## src/rtl/dds_step_controller.sv

```systemverilog
// DDS frequency-word controller: debounced panel keys and a sawtooth sweep
// request updates of the step word, which is published over valid/ready.
module dds_step_controller #(
  parameter int unsigned STEP_INIT = 171798691,
  parameter int unsigned STEP_MAX  = 171798691,
  parameter int unsigned STEP_MIN  = 858993,
  parameter int unsigned D_COARSE  = 858993,
  parameter int unsigned D_MICRO   = 85899,
  parameter int unsigned D_NANO    = 85,
  parameter int unsigned DB_CYCLES = 500000,
  parameter int unsigned SWEEP_DIV = 50000
) (
  input  logic        clk,
  input  logic        reset,
  input  logic [5:0]  key_n,
  input  logic        sweep_en,
  input  logic        step_ready,
  output logic [31:0] step,
  output logic        step_valid
);

  localparam int unsigned NKEY = 6;
  localparam int unsigned NREQ = 7;
  localparam int unsigned DBW  = (DB_CYCLES > 1) ? $clog2(DB_CYCLES) : 1;
  localparam int unsigned SWW  = (SWEEP_DIV > 1) ? $clog2(SWEEP_DIV) : 1;
  localparam logic [2:0]  OP_SWEEP = 3'd6;

  localparam logic [1:0] IDLE = 2'd0;
  localparam logic [1:0] CALC = 2'd1;
  localparam logic [1:0] PUB  = 2'd2;

  logic [NKEY-1:0] key_s1, key_s2, key_st, key_fall_c, pend;
  logic [DBW-1:0]  db_cnt [NKEY];
  logic [SWW-1:0]  sw_cnt;
  logic            pend_sw, sw_tick_c;
  logic [NREQ-1:0] req_c, grant_c;
  logic [1:0]      state, state_nxt;
  logic [2:0]      op, op_nxt;
  logic [31:0]     step_nxt;
  logic            valid_nxt, found;
  logic [32:0]     step_w, delta_w, sum_w, result_c;

  // Key synchronizer, debounce and press detection
  always_comb begin
    key_fall_c = '0;
    for (int i = 0; i < NKEY; i++) begin
      key_fall_c[i] = key_st[i] && !key_s2[i] && (db_cnt[i] == DBW'(DB_CYCLES - 1));
    end
  end

  always_ff @(posedge clk or posedge reset) begin
    if (reset) begin
      key_s1 <= '1;
      key_s2 <= '1;
      key_st <= '1;
      pend   <= '0;
      for (int i = 0; i < NKEY; i++) db_cnt[i] <= '0;
    end else begin
      key_s1 <= key_n;
      key_s2 <= key_s1;
      for (int i = 0; i < NKEY; i++) begin
        if (key_s2[i] != key_st[i]) begin
          if (db_cnt[i] == DBW'(DB_CYCLES - 1)) begin
            key_st[i] <= key_s2[i];
            db_cnt[i] <= '0;
          end else begin
            db_cnt[i] <= db_cnt[i] + DBW'(1);
          end
        end else begin
          db_cnt[i] <= '0;
        end
      end
      pend <= (pend & ~grant_c[NKEY-1:0]) | key_fall_c;
    end
  end

  // Sweep divider
  assign sw_tick_c = sweep_en && (sw_cnt == SWW'(SWEEP_DIV - 1));

  always_ff @(posedge clk or posedge reset) begin
    if (reset) begin
      sw_cnt  <= '0;
      pend_sw <= 1'b0;
    end else if (!sweep_en) begin
      sw_cnt  <= '0;
      pend_sw <= 1'b0;
    end else begin
      sw_cnt  <= sw_tick_c ? '0 : sw_cnt + SWW'(1);
      pend_sw <= (pend_sw & ~grant_c[NREQ-1]) | sw_tick_c;
    end
  end

  // Step arithmetic in 33 bits so overflow past STEP_MAX is visible
  always_comb begin
    step_w = {1'b0, step};
    case (op[2:1])
      2'd1:    delta_w = 33'(D_MICRO);
      2'd2:    delta_w = 33'(D_NANO);
      default: delta_w = 33'(D_COARSE);
    endcase
    sum_w = step_w + delta_w;
    if (op == OP_SWEEP) begin
      result_c = (sum_w > 33'(STEP_MAX)) ? 33'(STEP_MIN) : sum_w;
    end else if (!op[0]) begin
      result_c = (sum_w > 33'(STEP_MAX)) ? 33'(STEP_MAX) : sum_w;
    end else begin
      result_c = (step_w < 33'(STEP_MIN) + delta_w) ? 33'(STEP_MIN) : step_w - delta_w;
    end
  end

  assign req_c = {pend_sw, pend};

  // Next state, fixed-priority grant and publish control
  always_comb begin
    state_nxt = state;
    op_nxt    = op;
    step_nxt  = step;
    valid_nxt = step_valid;
    grant_c   = '0;
    found     = 1'b0;
    case (state)
      IDLE: begin
        for (int i = 0; i < NREQ; i++) begin
          if (req_c[i] && !found) begin
            found      = 1'b1;
            grant_c[i] = 1'b1;
            op_nxt     = 3'(i);
          end
        end
        if (found) state_nxt = CALC;
      end
      CALC: begin
        step_nxt  = result_c[31:0];
        valid_nxt = 1'b1;
        state_nxt = PUB;
      end
      PUB: begin
        if (step_valid && step_ready) begin
          valid_nxt = 1'b0;
          state_nxt = IDLE;
        end
      end
      default: state_nxt = IDLE;
    endcase
  end

  always_ff @(posedge clk or posedge reset) begin
    if (reset) begin
      state      <= IDLE;
      op         <= '0;
      step       <= STEP_INIT;
      step_valid <= 1'b0;
    end else begin
      state      <= state_nxt;
      op         <= op_nxt;
      step       <= step_nxt;
      step_valid <= valid_nxt;
    end
  end

endmodule

```

## config.mk

```make
export PLATFORM = sky130hd
export DESIGN_NAME = dds_step_controller
export DESIGN_NICKNAME = d
export VERILOG_FILES = /design/src/rtl/dds_step_controller.sv
export SDC_FILE = /design/constraint.sdc
export NUM_CORES = 1
export LEC_CHECK = 0
export CORE_AREA = 2 2 153 155
export CTS_CLUSTER_SIZE = 10
export DETAILED_ROUTE_END_ITERATION = 16
export DIE_AREA = 0 0 155 157
export GPL_ROUTABILITY_DRIVEN = 0
export GPL_TIMING_DRIVEN = 1
export PLACE_DENSITY = 0.81
export SETUP_SLACK_MARGIN = 0.05
export SLEW_MARGIN = 10
export SYNTH_ARGS = -nofsm -noshare
export SYNTH_HDL_FRONTEND = slang
export SYNTH_SLANG_ARGS = --single-unit
```

## constraint.sdc

```tcl
create_clock -name clk -period 7.7 [get_ports clk]
set_input_delay 1.54 -clock clk [delete_from_list [all_inputs] [get_ports clk]]
set_output_delay 1.54 -clock clk [all_outputs]
set_load 0.05 [all_outputs]
```

==> results of run 1 <==
-- registers in the layout (all words and copies together), names as in the netlist --
register    flops
key_s2          6
key_s1          6
pend            6
op              3
pend_sw         1
step_valid      1
key_st          6
step           32
state           2
db_cnt        114
sw_cnt         16
-- worst max-delay path by stage --
stage	from	endpoint	cells past startpoint
final	op[1]	step[14]	15
after global routing	op[1]	step[14]	15
after CTS	op[1]	step[14]	15
after detailed placement	op[1]	step[14]	15
after global placement	op[1]	step[14]	15
after floorplan	reset	db_cnt[0]	1
-- layout by cell type (no fill, tap or decap), types with 7 or more instances in the layout --
master           synthesis  final
a21oi_1                 60     60
a31oi_1                 18     18
and2_1                   9      9
and3_1                  27     27
buf_4                    1      7
clkbuf_16                0     17
clkdlybuf4s50_1          0     42
dfrtp_1                161    161
dfstp_2                 32     32
ha_1                    54     54
inv_1                   52     51
mux2_2                   7      7
nand2_1                126    126
nand2b_1                16     16
nand3_1                 73     73
nand4_1                 34     34
nor2_1                 219    219
nor2b_1                 11     10
nor3_1                  35     35
nor3b_1                  8      8
nor4_1                  14     14
o2111ai_1                7      7
o211ai_1                15     15
o21a_1                  10     10
o21ai_0                 53     53
o31ai_1                 12     12
or2_2                    9      9
or3_1                   14     14
xnor2_1                 59     59
xor2_1                  83     83
-- logic make-up (layout without fill, tap and decap cells) --
group | Yosys count | after routing | synth area share [%]
AOI/OAI and AO/OA | 269 | 269 | 15.13
xor gates and xnor gates | 142 | 142 | 10.11
adders and majority gates | 55 | 55 | 5.657
buffers and inverters | 107 | 134 | 3.510
DFF | 193 | 193 | 39.60
muxes | 11 | 11 | 0.9666
and+or+nand+nor | 632 | 632 | 25.03
-- cell usage after synthesis (27+ instances only) --
master	n
dfrtp_1	161
xor2_1	83
nor3_1	35
a21oi_1	60
nand4_1	34
nand2_1	126
and3_1	27
clkbuf_1	42
inv_1	52
o21ai_0	53
dfstp_2	32
xnor2_1	59
nand3_1	73
ha_1	54
nor2_1	219
-- power groups by stage --
stage          Combinational, mW  Clock (mW)  Sequential, mW
5_1_grt                   0.0671        1.00            1.04
2_1_floorplan             0.0406           0            1.05
6_report                  0.0556       0.950            1.04
4_1_cts                   0.0581       0.962            1.04
3_5_place_dp              0.0569           0            1.06
3_3_place_gp              0.0548           0            1.06
-- routing by layer --
metal  vias to the layer above  GRT usage, %
met3                       117         4.653
met1                      5188         32.69
met4                         0         12.48
met2                       422         43.30
met5                         -             0
li1                       5015             -
-- cell type report --
class	instances	area share, %
multi-input cells	1109	51.71
flip-flops and latches	193	35.97
clock inverters	15	1.525
inverters	53	1.525
well taps	285	2.634
clock buffers	17	3.143
repair buffers	49	3.494
-- worst max-delay path: cells and delay by family, from the launching register on --
| kind | cells | cell delay [ns] |
|---|---|---|
| AO/OA/AOI/OAI | 6 | 2.09 |
| AND/OR/NAND/NOR | 4 | 1.36 |
| adder cells (fa/ha/maj) | 2 | 0.99 |
| flip-flops | 1 | 0.41 |
| buffers and inverters | 2 | 0.37 |
| XOR/XNOR | 1 | 0.21 |
-- stage by stage --
stage                     area [um2]  hold WS [ns]  power [mW]  setup WS [ns]
final                          13540        0.3522       2.043          2.183
after global routing           13540        0.3500       2.108          1.957
after CTS                      13540        0.3501       2.059          2.302
after detailed placement       12900        0.3481       1.114          2.394
after global placement         12900        0.3455       1.111          2.554
after floorplan                12300        0.3452       1.095         0.9574
==> results.md, run 1 <==
- Status: completed
- Routed Antenna Nets: 0
- Register area share after synthesis: 39.60%
- Clock Path Buffers: 2
- Hold path endpoint: key_s2[2]
- Worst hold path startpoint: key_s1[2]
- Worst-margin pin slew: 1.304 ns
- Critical R2R Capture: step[14]
- Clk pin slew, worst setup/hold paths: 0.09 ns
- Met3 wire length: 2036 um
- Post-route DRC violation count: 0
- Post-Layout Cell Count: ~1700
- Clk_skew: 0.01625 ns
- Crit-path cells: inv_1 -> ha_1 -> inv_1 -> ha_1 -> o21bai_1 -> and2_4 -> a211o_4 -> o31ai_1 -> a21oi_1 -> xnor2_1 -> or4_1 -> or4_4 -> o22ai_2 -> nand2_1 -> o311ai_1
- Die area: 24340 um2
- FFs w/ async S/R, synth: 100.0%
- Reg-to-reg startpoint: op[1]
- Final Setup Violations: 0
- Initial Utilization: between 50% and 60%
- Relative slew slack: 12.37%
- RSZ-0062 raised after global routing: no
- Final wirelength: 30740 um
- Post-CTS setup buffers: 0
- Via count: 10740
- VDD IR max: ~0.00013 V
- Tmin final: between 5 and 6 ns
- Crit start category: flip-flop
- Finished Core Util: 60.16%
- Worst Setup Path Type: reg2reg
- Clk Latency, worst-skew pair: between 0.4 and 0.5 ns
- Sequential power share: roughly half
- Number of H-tree levels: 4
- Sw Share: 25.57%
- Hold Fails Final Rpt: 0
- Initial antenna violation count: 0
- Warnings, synthesis: 0
- Met1 wire length: between 10000 and 15000 um
- Number of global-route vias before repair: 10380
- FF-to-FF path depth: 15
- Wire per inst: 17.86 um
- Share of the synthesized area in the top cell type: 32.76%
- Cell leakage power: 5.778 nW
- Distinct cells, synth: 95
- Crit-path max cell delay: approximately 0.54 ns
- Dpl hpwl: 21230 um
- P&R area growth vs syn: 10.07%
- Share of cells above drive strength 1: under 10%
- Synth area leader: dfrtp_1
- Multi-input gate area: around 7000 um2
- Final period util: 71.65%
- Max layer used: met4
- Switch Pwr: 0.5226 mW
- Vias per cell: roughly 6.2
- TritonRoute pass-1 iters: 6
- Global-route wire length before repair: 51030 um
- Core area: between 20000 and 25000 um2
- DR iter-0 viols: ~1000
- Hold Crit Depth: 0
- Clock Sink Count: 193
- Synth top area cells: dfrtp_1 (33%), dfstp_2 (6.8%), nor2_1 (6.7%)
- Dpl cells: 1689
- Slowest-stage cell, CP: ha_1
- Largest net degree at the start of global routing: 128
- Syn Std Cell Area: roughly 12000 um2
- TritonCTS Buffers: 17
- Flop and latch count out of synthesis: 193
- N_diodes: 0
- Critical Path RT: 8.06 ns
- Comb power frac: 2.7%
- # resized after CTS: 0
- Worst-path fanout max: 12
- Setup_tns: 0 ns
- F_max: 181.2 MHz
- # rows: 55
- Flop2flop setup slack: 2.18 ns
- Post-Synthesis Cells: approximately 1400
- I/O Buffers: 42
- # fillers: 1869
- DIE HEIGHT: approximately 160 um
- Synth Flop Type: dfrtp_1
- # nets final: 1488
- Crit path capture type: flip-flop
- FF+latch area: 4870 um2
- DR WL met2: 14570 um
- CTS root buffer: clkbuf_16
- Number of max-cap violations: 0
- Tot GR Track Use: 25.91%
- Die X: 155 um
- Total global routing overflow: 0
- TritonCTS clock tree: built
- Hold_buf cts: 0
- Critical path arrival: 5.88 ns
- Post-synth EDFFs: 0
- Pwr dens: roughly 150 nW/um2
- Max-slew violations: 0
- Clock share of power: 46.5%
- I/O pin total: 43
- Synthesized Nets: 1474
- Pint: 1.521 mW
- Syn avg cell area: 8.728 um2
- HP Class: reg2reg
Power figures use the tool's default switching activity.
==> run 2: changes to the inputs <==
PLACE_DENSITY = 0.84   (was 0.81)
clock period = 5 ns   (was 7.7 ns; I/O delays follow)
==> run 2 against run 1 <==
  * Via count increased by 1.4%
  * Total power increased by 50%
  * Cell count increased by 1.2%
  * Sequential power increased by 54%
  * Fmax increased by 15%
  * Combinational power increased by 60%
  * Worst hold slack improved by 0.0021 ns
  * Register-to-register slack got worse by 2.0 ns
==> results.md, run 2 (same netlist as run 1, synthesis figures left out) <==
- PnR worst setup slack: 0.2185 ns (-1.964 ns)
- Crit-path max cell delay: 0.56 ns (+0.02 ns)
- Multi-input gate area: 7053 um2 (+0.77%)
- Post-route DRC violation count: 0 (unchanged)
- Critical Path RT: 5.38 ns (-2.68 ns)
- VDD IR max: 0.0002520 V (+96%)
- Final period util: 95.63% (+24 points)
- Finished Core Util: 61.01% (+0.85 points)
- Global-route wire length before repair: 52360 um (+2.6%)
- Largest net degree at the start of global routing: 79 (-38%)
- Vias per cell: 6.258 (+0.27%)
- Tmin final: 4.782 ns (-0.7357 ns)
- RSZ-0062 raised after global routing: yes
- FF+latch area: 4870 um2 (unchanged)
- Die X: 155 um (unchanged)
- HP Class: reg2reg
- P&R area growth vs syn: 11.63%
- Crit-path cells: inv_1 -> ha_1 -> inv_1 -> buf_4 -> ha_1 -> nor3b_2 -> nand3_1 -> a211oi_4 -> o211ai_1 -> or4b_4 -> a21oi_4 -> nand2_2 -> nor3_4 -> buf_4 -> o211ai_1 -> a22o_1
- Clk pin slew, worst setup/hold paths: 0.08 ns (about the same)
- N_diodes: 0 (unchanged)
- Number of H-tree levels: 4 (unchanged)
- Reg-to-reg startpoint: op[1]
- Die area: 24340 um2 (unchanged)
- CTS root buffer: clkbuf_16
- Worst Setup Path Type: reg2reg
- Post-Place Worst Slack: 0.08126 ns (-2.313 ns)
- Crit path capture type: flip-flop
- I/O Buffers: 42 (unchanged)
- Post-Layout Cell Count: 1741 (+1.2%)
- Hold Fails Final Rpt: 0 (unchanged)
- Relative slew slack: 18.21% (+5.8 points)
- Wire per inst: 17.96 um (+0.57%)
- Worst setup path startpoint: op[1]
- TritonRoute pass-1 iters: 7 (+1)
- Hold_buf cts: 0 (unchanged)
- Status: completed
- Number of max-cap violations: 0 (unchanged)
- Setup_tns: 0 ns (unchanged)
- Initial Utilization: 54.65% (unchanged)
- Number of flip-flops in the largest register: 114 (unchanged)
- Routed Antenna Nets: 0 (unchanged)
- Critical path arrival: 5.16 ns (-0.72 ns)
- Final Setup Violations: 0 (unchanged)
- Crit start category: flip-flop
- Clock Path Buffers: 2 (unchanged)
- TritonCTS Buffers: 17 (unchanged)
- Tot GR Track Use: 26.57% (+0.67 points)
- # rows: 55 (unchanged)
- Hold slack: 0.3543 ns (+0.002053 ns)
- Most frequent cells in the layout: nor2_1 (219), dfrtp_1 (161), nand2_1 (126)
- Dpl hpwl: 22010 um (+3.7%)
- Clk Latency, worst-skew pair: 0.45 ns (about the same)
- Max-slew violations: 0 (unchanged)
- Register name with the most flops: db_cnt
- Slowest-stage cell, CP: or4b_4
- Worst-margin pin slew: 1.222 ns (-0.08206 ns)
- Number of global-route vias before repair: 10800 (+4.0%)
- Biggest regs: db_cnt (114), step (32), sw_cnt (16)
- Via count: 10900 (+1.4%)
- DR iter-0 viols: 999 (-2.7%)
- Final instance area: 13730 um2 (+1.4%)
- DIE HEIGHT: 157 um (unchanged)
- Core area: 22500 um2 (unchanged)
- TritonCTS clock tree: built
- I/O pin total: 43 (unchanged)
- Clock Sink Count: 193 (unchanged)
- Worst-path fanout max: 10 (-2)
- F_max: 209.1 MHz (+15%)
- # nets final: 1508 (+1.3%)
- Initial antenna violation count: 0 (unchanged)
- Cell leakage power: 5.883 nW (+1.8%)
- Final wirelength: 31280 um (+1.7%)
- Commonest non-fill, non-tap cell in the layout: nor2_1
- Total global routing overflow: 0 (unchanged)
- Total power: 3.056 mW (+50%)
- Dpl cells: 1708 (+1.1%)
- Pwr dens: 222.6 nW/um2 (+47%)
- # fillers: 1825 (-2.4%)
- Dpl cell area: 13070 um2 (+1.3%)
- Worst hold path startpoint: key_s1[3]
- Share of cells above drive strength 1: 9.753% (+1.5 points)
- Clk_skew: 0.01509 ns (-0.001161 ns)
[run 2: final cells by class]
type | instances | area share (%)
clock buffers | 18 | 3.126
clock inverters | 14 | 1.139
inverters | 53 | 1.476
repair buffers | 69 | 4.812
flip-flops and latches | 193 | 35.47
multi-input cells | 1109 | 51.38
well taps | 285 | 2.598
[run 2: repair_timing]
action	4_1_cts	5_1_grt
endpoints found under the setup margin	1	28
pin swaps	0	2
buffers inserted	0	1
gates resized for setup	1	9
endpoints found under the hold margin	0	0
[run 2: layer usage]
| layer | GRT usage [%] | wire (um) |
|---|---|---|
| met3 | 4.846 | 2293 |
| met4 | 13.71 | 1583 |
| met5 | 0 | 0 |
| met1 | 32.14 | 12320 |
| met2 | 45.57 | 15080 |
[run 2: worst max-delay path: cells and delay by family, from the launching register on]
| family | cells | cell delay [ns] |
|---|---|---|
| DFF | 1 | 0.42 |
| adders and majority gates | 2 | 0.76 |
| and+or+nand+nor | 5 | 1.85 |
| AOI/OAI and AO/OA | 5 | 1.10 |
| buffers and inverters | 4 | 0.58 |
[run 2: worst paths after layout]
path	slack, ns	endpoint	cells after the start
worst max-delay path	0.22	step[18]	16
worst min-delay path	0.35	key_s2[3]	0
worst max register to register	0.22	step[18]	16
worst min register to register	0.35	key_s2[3]	0
max in group asynchronous	2.97	step[19]	3
min in group asynchronous	1.11	db_cnt[79]	2
[run 2: report_power, final]
group / leakage [nW] / internal, mW / switching, mW
clock network: 0.284 / 0.676 / 0.692
registers: 2.56 / 1.58 / 0.0163
logic: 3.04 / 0.0264 / 0.0628
==> run 3: changes to the inputs <==
HOLD_SLACK_MARGIN = 0.06   (was not set)
==> results of run 3 <==
Same layout as run 2: the final DEF is identical, and so are final timing and power.
